$ cat src/rtl/alu_exec_unit.sv
`default_nettype none
// +--------------------------------------------------------------------------+
// | Module   : alu_exec_unit                                                  |
// | Purpose  : RV32I-style ALU decode-and-execute stage. Decodes opcode,      |
// |            funct3 and instruction bit 30 into a 4-bit ALU operation and   |
// |            executes it. Shifts use an iterative multi-cycle shifter that  |
// |            moves up to SHIFT_STEP bit positions per cycle.                |
// | Ports    : clk, rst (async, active-high)                                  |
// |            in_valid/in_ready   - request handshake from decode            |
// |            op/funct3/funct7_5  - instruction fields                       |
// |            src_a/src_b         - operands                                 |
// |            out_valid/out_ready - result handshake to writeback/branch     |
// |            result/zero/alu_ctrl/illegal - registered result and status    |
// | Revision : 1.0 - initial release                                          |
// +--------------------------------------------------------------------------+
module alu_exec_unit #(
    parameter int XLEN       = 32,
    parameter int SHIFT_STEP = 1
) (
    input  logic            clk,
    input  logic            rst,
    input  logic            in_valid,
    output logic            in_ready,
    input  logic [6:0]      op,
    input  logic [2:0]      funct3,
    input  logic            funct7_5,
    input  logic [XLEN-1:0] src_a,
    input  logic [XLEN-1:0] src_b,
    output logic            out_valid,
    input  logic            out_ready,
    output logic [XLEN-1:0] result,
    output logic            zero,
    output logic [3:0]      alu_ctrl,
    output logic            illegal
);

    localparam int c_SHW = $clog2(XLEN);
    localparam logic [c_SHW-1:0] c_STEP = c_SHW'(SHIFT_STEP);

    localparam logic [6:0] c_OP_LW   = 7'b0000011;
    localparam logic [6:0] c_OP_SW   = 7'b0100011;
    localparam logic [6:0] c_OP_ALUI = 7'b0010011;
    localparam logic [6:0] c_OP_ALU  = 7'b0110011;
    localparam logic [6:0] c_OP_BR   = 7'b1100011;

    localparam logic [3:0] c_ADD  = 4'd0;
    localparam logic [3:0] c_SLL  = 4'd1;
    localparam logic [3:0] c_SLT  = 4'd2;
    localparam logic [3:0] c_SLTU = 4'd3;
    localparam logic [3:0] c_XOR  = 4'd4;
    localparam logic [3:0] c_SRL  = 4'd5;
    localparam logic [3:0] c_OR   = 4'd6;
    localparam logic [3:0] c_AND  = 4'd7;
    localparam logic [3:0] c_SUB  = 4'd8;
    localparam logic [3:0] c_SRA  = 4'd13;

    localparam logic [1:0] c_IDLE  = 2'd0;
    localparam logic [1:0] c_SHIFT = 2'd1;
    localparam logic [1:0] c_DONE  = 2'd2;

    logic [1:0]       r_state;
    logic [1:0]       w_state_nxt;
    logic [3:0]       w_ctrl;
    logic             w_illegal;
    logic             w_is_shift;
    logic             w_multi;
    logic [c_SHW-1:0] w_shamt;
    logic [XLEN-1:0]  w_exec;
    logic             w_accept;

    logic [XLEN-1:0]  r_work;
    logic [c_SHW-1:0] r_rem;
    logic [c_SHW-1:0] w_step;
    logic [c_SHW-1:0] w_rem_nxt;
    logic [XLEN-1:0]  w_work_nxt;

    logic [XLEN-1:0]  r_result;
    logic             r_zero;
    logic [3:0]       r_ctrl;
    logic             r_illegal;

    assign in_ready  = (r_state == c_IDLE);
    assign out_valid = (r_state == c_DONE);
    assign result    = r_result;
    assign zero      = r_zero;
    assign alu_ctrl  = r_ctrl;
    assign illegal   = r_illegal;

    assign w_accept   = in_ready && in_valid;
    assign w_shamt    = src_b[c_SHW-1:0];
    assign w_is_shift = !w_illegal && (w_ctrl == c_SLL || w_ctrl == c_SRL || w_ctrl == c_SRA);
    // Zero-distance shifts complete in one cycle like any other operation.
    assign w_multi    = w_is_shift && (w_shamt != '0);

    // Decode. Only register-register ALU ops use bit 30 to pick SUB; in the
    // immediate form that bit belongs to the immediate.
    always_comb begin
        w_ctrl    = c_ADD;
        w_illegal = 1'b0;
        case (op)
            c_OP_LW, c_OP_SW: w_ctrl = c_ADD;
            c_OP_BR:          w_ctrl = c_SUB;
            c_OP_ALU, c_OP_ALUI: begin
                case (funct3)
                    3'b000:  w_ctrl = (op == c_OP_ALU && funct7_5) ? c_SUB : c_ADD;
                    3'b001:  w_ctrl = c_SLL;
                    3'b010:  w_ctrl = c_SLT;
                    3'b011:  w_ctrl = c_SLTU;
                    3'b100:  w_ctrl = c_XOR;
                    3'b101:  w_ctrl = funct7_5 ? c_SRA : c_SRL;
                    3'b110:  w_ctrl = c_OR;
                    default: w_ctrl = c_AND;
                endcase
            end
            default: w_illegal = 1'b1;
        endcase
    end

    // Single-cycle execute. Shift ops only reach this path with shamt == 0,
    // where the result is src_a unchanged.
    always_comb begin
        w_exec = '0;
        case (w_ctrl)
            c_ADD:  w_exec = src_a + src_b;
            c_SUB:  w_exec = src_a - src_b;
            c_SLT:  w_exec = {{(XLEN-1){1'b0}}, ($signed(src_a) < $signed(src_b))};
            c_SLTU: w_exec = {{(XLEN-1){1'b0}}, (src_a < src_b)};
            c_XOR:  w_exec = src_a ^ src_b;
            c_OR:   w_exec = src_a | src_b;
            c_AND:  w_exec = src_a & src_b;
            c_SLL, c_SRL, c_SRA: w_exec = src_a;
            default: w_exec = '0;
        endcase
        if (w_illegal) begin
            w_exec = '0;
        end
    end

    // Iterative shifter: the final step may be shorter than SHIFT_STEP.
    assign w_step    = (r_rem < c_STEP) ? r_rem : c_STEP;
    assign w_rem_nxt = r_rem - w_step;

    always_comb begin
        w_work_nxt = r_work >> w_step;
        case (r_ctrl)
            c_SLL:   w_work_nxt = r_work << w_step;
            c_SRA:   w_work_nxt = $unsigned($signed(r_work) >>> w_step);
            default: w_work_nxt = r_work >> w_step;
        endcase
    end

    always_ff @(posedge clk or posedge rst) begin
        if (rst) begin
            r_state <= c_IDLE;
        end else begin
            r_state <= w_state_nxt;
        end
    end

    always_comb begin
        w_state_nxt = r_state;
        case (r_state)
            c_IDLE:  if (in_valid) w_state_nxt = w_multi ? c_SHIFT : c_DONE;
            c_SHIFT: if (w_rem_nxt == '0) w_state_nxt = c_DONE;
            c_DONE:  if (out_ready) w_state_nxt = c_IDLE;
            default: w_state_nxt = c_IDLE;
        endcase
    end

    always_ff @(posedge clk or posedge rst) begin
        if (rst) begin
            r_work    <= '0;
            r_rem     <= '0;
            r_result  <= '0;
            r_zero    <= 1'b0;
            r_ctrl    <= c_ADD;
            r_illegal <= 1'b0;
        end else if (w_accept) begin
            r_ctrl    <= w_ctrl;
            r_illegal <= w_illegal;
            if (w_multi) begin
                r_work <= src_a;
                r_rem  <= w_shamt;
            end else begin
                r_result <= w_exec;
                r_zero   <= (w_exec == '0);
            end
        end else if (r_state == c_SHIFT) begin
            r_work <= w_work_nxt;
            r_rem  <= w_rem_nxt;
            if (w_rem_nxt == '0) begin
                r_result <= w_work_nxt;
                r_zero   <= (w_work_nxt == '0);
            end
        end
    end

endmodule
`default_nettype wire

$ cat config.mk
export PLATFORM = sky130hd
export DESIGN_NAME = alu_exec_unit
export DESIGN_NICKNAME = d
export VERILOG_FILES = /design/src/rtl/alu_exec_unit.sv
export SDC_FILE = /design/constraint.sdc
export NUM_CORES = 1
export LEC_CHECK = 0
export CORE_MARGIN = 10
export CORE_UTILIZATION = 45
export CTS_BUF_LIST = sky130_fd_sc_hd__clkbuf_4
export DETAILED_ROUTE_END_ITERATION = 10
export PLACE_DENSITY = 0.72
export SYNTH_ARGS = -nofsm -noshare
export SYNTH_HDL_FRONTEND = slang
export SYNTH_SLANG_ARGS = --single-unit
export TNS_END_PERCENT = 5
$ cat constraint.sdc
create_clock -name clk -period 3.7 [get_ports clk]
set_input_delay 0.74 -clock clk [delete_from_list [all_inputs] [get_ports clk]]
set_output_delay 0.74 -clock clk [all_outputs]
set_load 0.02 [all_outputs]
==> run metrics <==
outcome=complete, but fails checks; violated checks=setup timing; worst setup margin=-0.0337 ns; Gate power share=0.598; placed cell areas=14600 sq um; hold path start=result[9]; H-tree depth=3; Flop pwr share=0.267; DP Wirelength=38.4 mm; largest net degree at the start of global routing=just under 80; r2r startpoint=r_rem[3]; I/O Pins=around 120; synth-to-layout area growth=52.8%; crit-path cells=clkdlybuf4s50_1, inv_1, ha_4, inv_1, a21oi_2, buf_4, o31a_1, a31oi_2, buf_4, buf_4, a32o_1, a22oi_2, o211ai_1, nor4_4, nand4b_1, a2111oi_4, a31o_1; slowest CP cell=clkdlybuf4s50_1; most used cell, CP=buf_4; layout cell share with drive strength beyond 1=0.314; Setup TNS Final=-0.0337 ns; crit share post-route=1.01; CTS sink count=77; Worst VDD drop=0.169 mV; CP max stage delay=around 0.5 ns; clock power share=0.135; initial drt markers=between 1500 and 2000; final setup vio count=1; Post-Syn Area=roughly 10000 sq um; IO buf count=around 120; Hold Buf Count CTS=0; crit path max fanout=6; Core Region=roughly 22000 sq um; final instance area=~16000 sq um; most frequent cells in the layout=buf_4 (424), nand2_1 (157), a21oi_1 (141); Initial Util=0.462; internal power=2.11 mW; Pwr per Cell Area=232 nW/um^2; Worst setup startpoint=src_a[15]; CTS tree=yes; Synth Register Bits=just under 80; routed via count=13400; Max-cap violations=0; Die Height=170 microns; synth unique cells=92; P_sw=1.49 mW; sequential area share after synthesis=0.189; startpoint types=input port; Pwr Total=roughly 3.6 mW; Most used DFF post-synth=dfrtp_1; CP endpoint kind=register; minimum clock period=3.73 ns; slew margin rel.=0.500; fin nets=~2100; Syn Nets=1616; leak pwr=7.08 nW; number of flops mapped to enable cells by yosys=0; GPL Wtd Cong=0.994; critical path class=input port to register; 1st-pass router iterations=5; wire per inst=between 20 and 25 microns; Mapped Cells=1437; first-pass GRT wire length=73.7 mm; Placement Rows=54; Via density=6.09; die area=29000 sq um; Crit path arrival time=approximately 4.1 ns; initial antenna violation count=1; antenna viol nets, final=0; RSZ-0062 raised after global routing=true; post-synthesis area per instance=7.08 sq um; Place WS=-1.05 ns; Synthesis Warnings=0; vias in the first global route=12800; clock buffer depth=2; Async S/R FF share, synth=1.00; f_max=268 MHz; Final Core Density=0.706; fin. max-slew vios=0; switch share=0.414; Worst-Margin Slew=between 0.7 and 0.8 ns; Fin Clk Skew=0.0201 ns; GRT Total Usage=0.323; total global routing overflow=0; clk_lat worst skew=0.44 ns; Die W=170 microns; DRC=0; most common library cell in the layout ignoring fill and taps=buf_4; Worst Path Required=~4 ns; Root Buffer=clkbuf_4; final hold vios=0; worst min path class=register to register; CTS Buf Count=9; Clock Pin Slew Worst Setup and Hold Paths=0.12 ns; WL final=between 40 and 50 mm
## registers in the layout, indices dropped and copies added, names as in the netlist
| register | cells |
|---|---|
| alu_ctrl | 4 |
| illegal | 1 |
| r_rem | 5 |
| r_state | 2 |
| r_work | 32 |
| result | 32 |
| zero | 1 |
## power by group through the flow
| stage | logic (mW) | clock network, mW | registers, mW |
|---|---|---|---|
| after floorplan | 0.908 | 0 | 1.01 |
| after global placement | 1.92 | 0 | 0.975 |
| after detailed placement | 1.94 | 0 | 0.977 |
| after CTS | 2.07 | 0.487 | 0.961 |
| after global routing | 2.31 | 0.509 | 0.971 |
| final | 2.16 | 0.485 | 0.963 |
## synthesized netlist by cell type (14+ instances only)
cell type / n / area share
buf_2: 15 / 0.0074
o31ai_1: 16 / 0.012
nor2b_1: 14 / 0.0086
dfrtp_1: 77 / 0.19
nand3_1: 23 / 0.011
nor2_1: 139 / 0.051
inv_1: 102 / 0.038
nor3_1: 51 / 0.025
o21ai_0: 130 / 0.064
nand2_1: 158 / 0.058
nor4_1: 15 / 0.0092
o211ai_1: 19 / 0.014
a31oi_1: 15 / 0.0092
ha_1: 98 / 0.12
a21o_1: 19 / 0.014
nand4_1: 18 / 0.011
clkbuf_1: 65 / 0.024
mux2i_1: 39 / 0.038
a211oi_1: 28 / 0.021
a21oi_1: 153 / 0.075
## through the flow
stage	cells	hold WS, ns
after floorplan	1437	0.471
after global placement	2160	0.453
after detailed placement	2160	0.469
after CTS	2189	0.492
after global routing	2193	0.516
final	2193	0.490
## metal layers
| layer | global-route usage | share of wire | wire, microns | up-vias |
|---|---|---|---|---|
| met5 | 0 | 0 | 0 | - |
| met4 | 0.0973 | 0.035 | 1700 | 0 |
| met3 | 0.0611 | 0.10 | 4920 | 111 |
| met2 | 0.499 | 0.43 | 20800 | 736 |
| met1 | 0.446 | 0.43 | 20700 | 6335 |
| li1 | - | - | - | 6182 |
## cell type report
| class | count | area, sq um |
|---|---|---|
| Multi-Input combinational cell | 1164 | 8240 |
| Fill cell | 1890 | 6480 |
| Clock inverter | 3 | 40.0 |
| Tap cell | 280 | 350 |
| Inverter | 104 | 392 |
| Sequential cell | 77 | 1930 |
| Antenna cell | 1 | 2.50 |
| Timing Repair Buffer | 554 | 4530 |
| Clock buffer | 10 | 75.1 |
## logic make-up (layout without fill, tap and decap cells)
kind of cell / count (synthesis) / after routing / synth area share
multiplexers: 40 / 40 / 0.0395
adder cells (fa/ha/maj): 100 / 100 / 0.124
buffers and inverters: 196 / 671 / 0.0760
XOR/XNOR: 12 / 12 / 0.0103
flip-flops: 77 / 77 / 0.189
other: 0 / 1 / 0
AO/OA/AOI/OAI: 522 / 522 / 0.333
AND/OR/NAND/NOR: 490 / 490 / 0.227
## path summary, 6_finish.rpt
path	end	slack, ns	cells after the start
setup reg to reg	zero	0.26	13
hold reg to reg	result[9]	0.49	2
hold / removal	result[9]	0.49	2
min in group asynchronous	result[29]	0.65	2
setup / recovery	zero	-0.03	17
max in group asynchronous	r_work[12]	2.31	3
## what timing repair did
| action | CTS | global route |
|---|---|---|
| buffers inserted | 19 | 3 |
| setup endpoints to repair | 13 | 11 |
| resized for setup | 161 | 49 |
| pin swaps | 41 | 16 |
## critical path, delay by kind of cell
family,cells,cell delay [ns]
adder cells (fa/ha/maj),1,0.31
buffers and inverters,6,1.03
AND/OR/NAND/NOR,2,0.37
AO/OA/AOI/OAI,8,1.64
No activity file was read; power rests on OpenSTA's default activity.
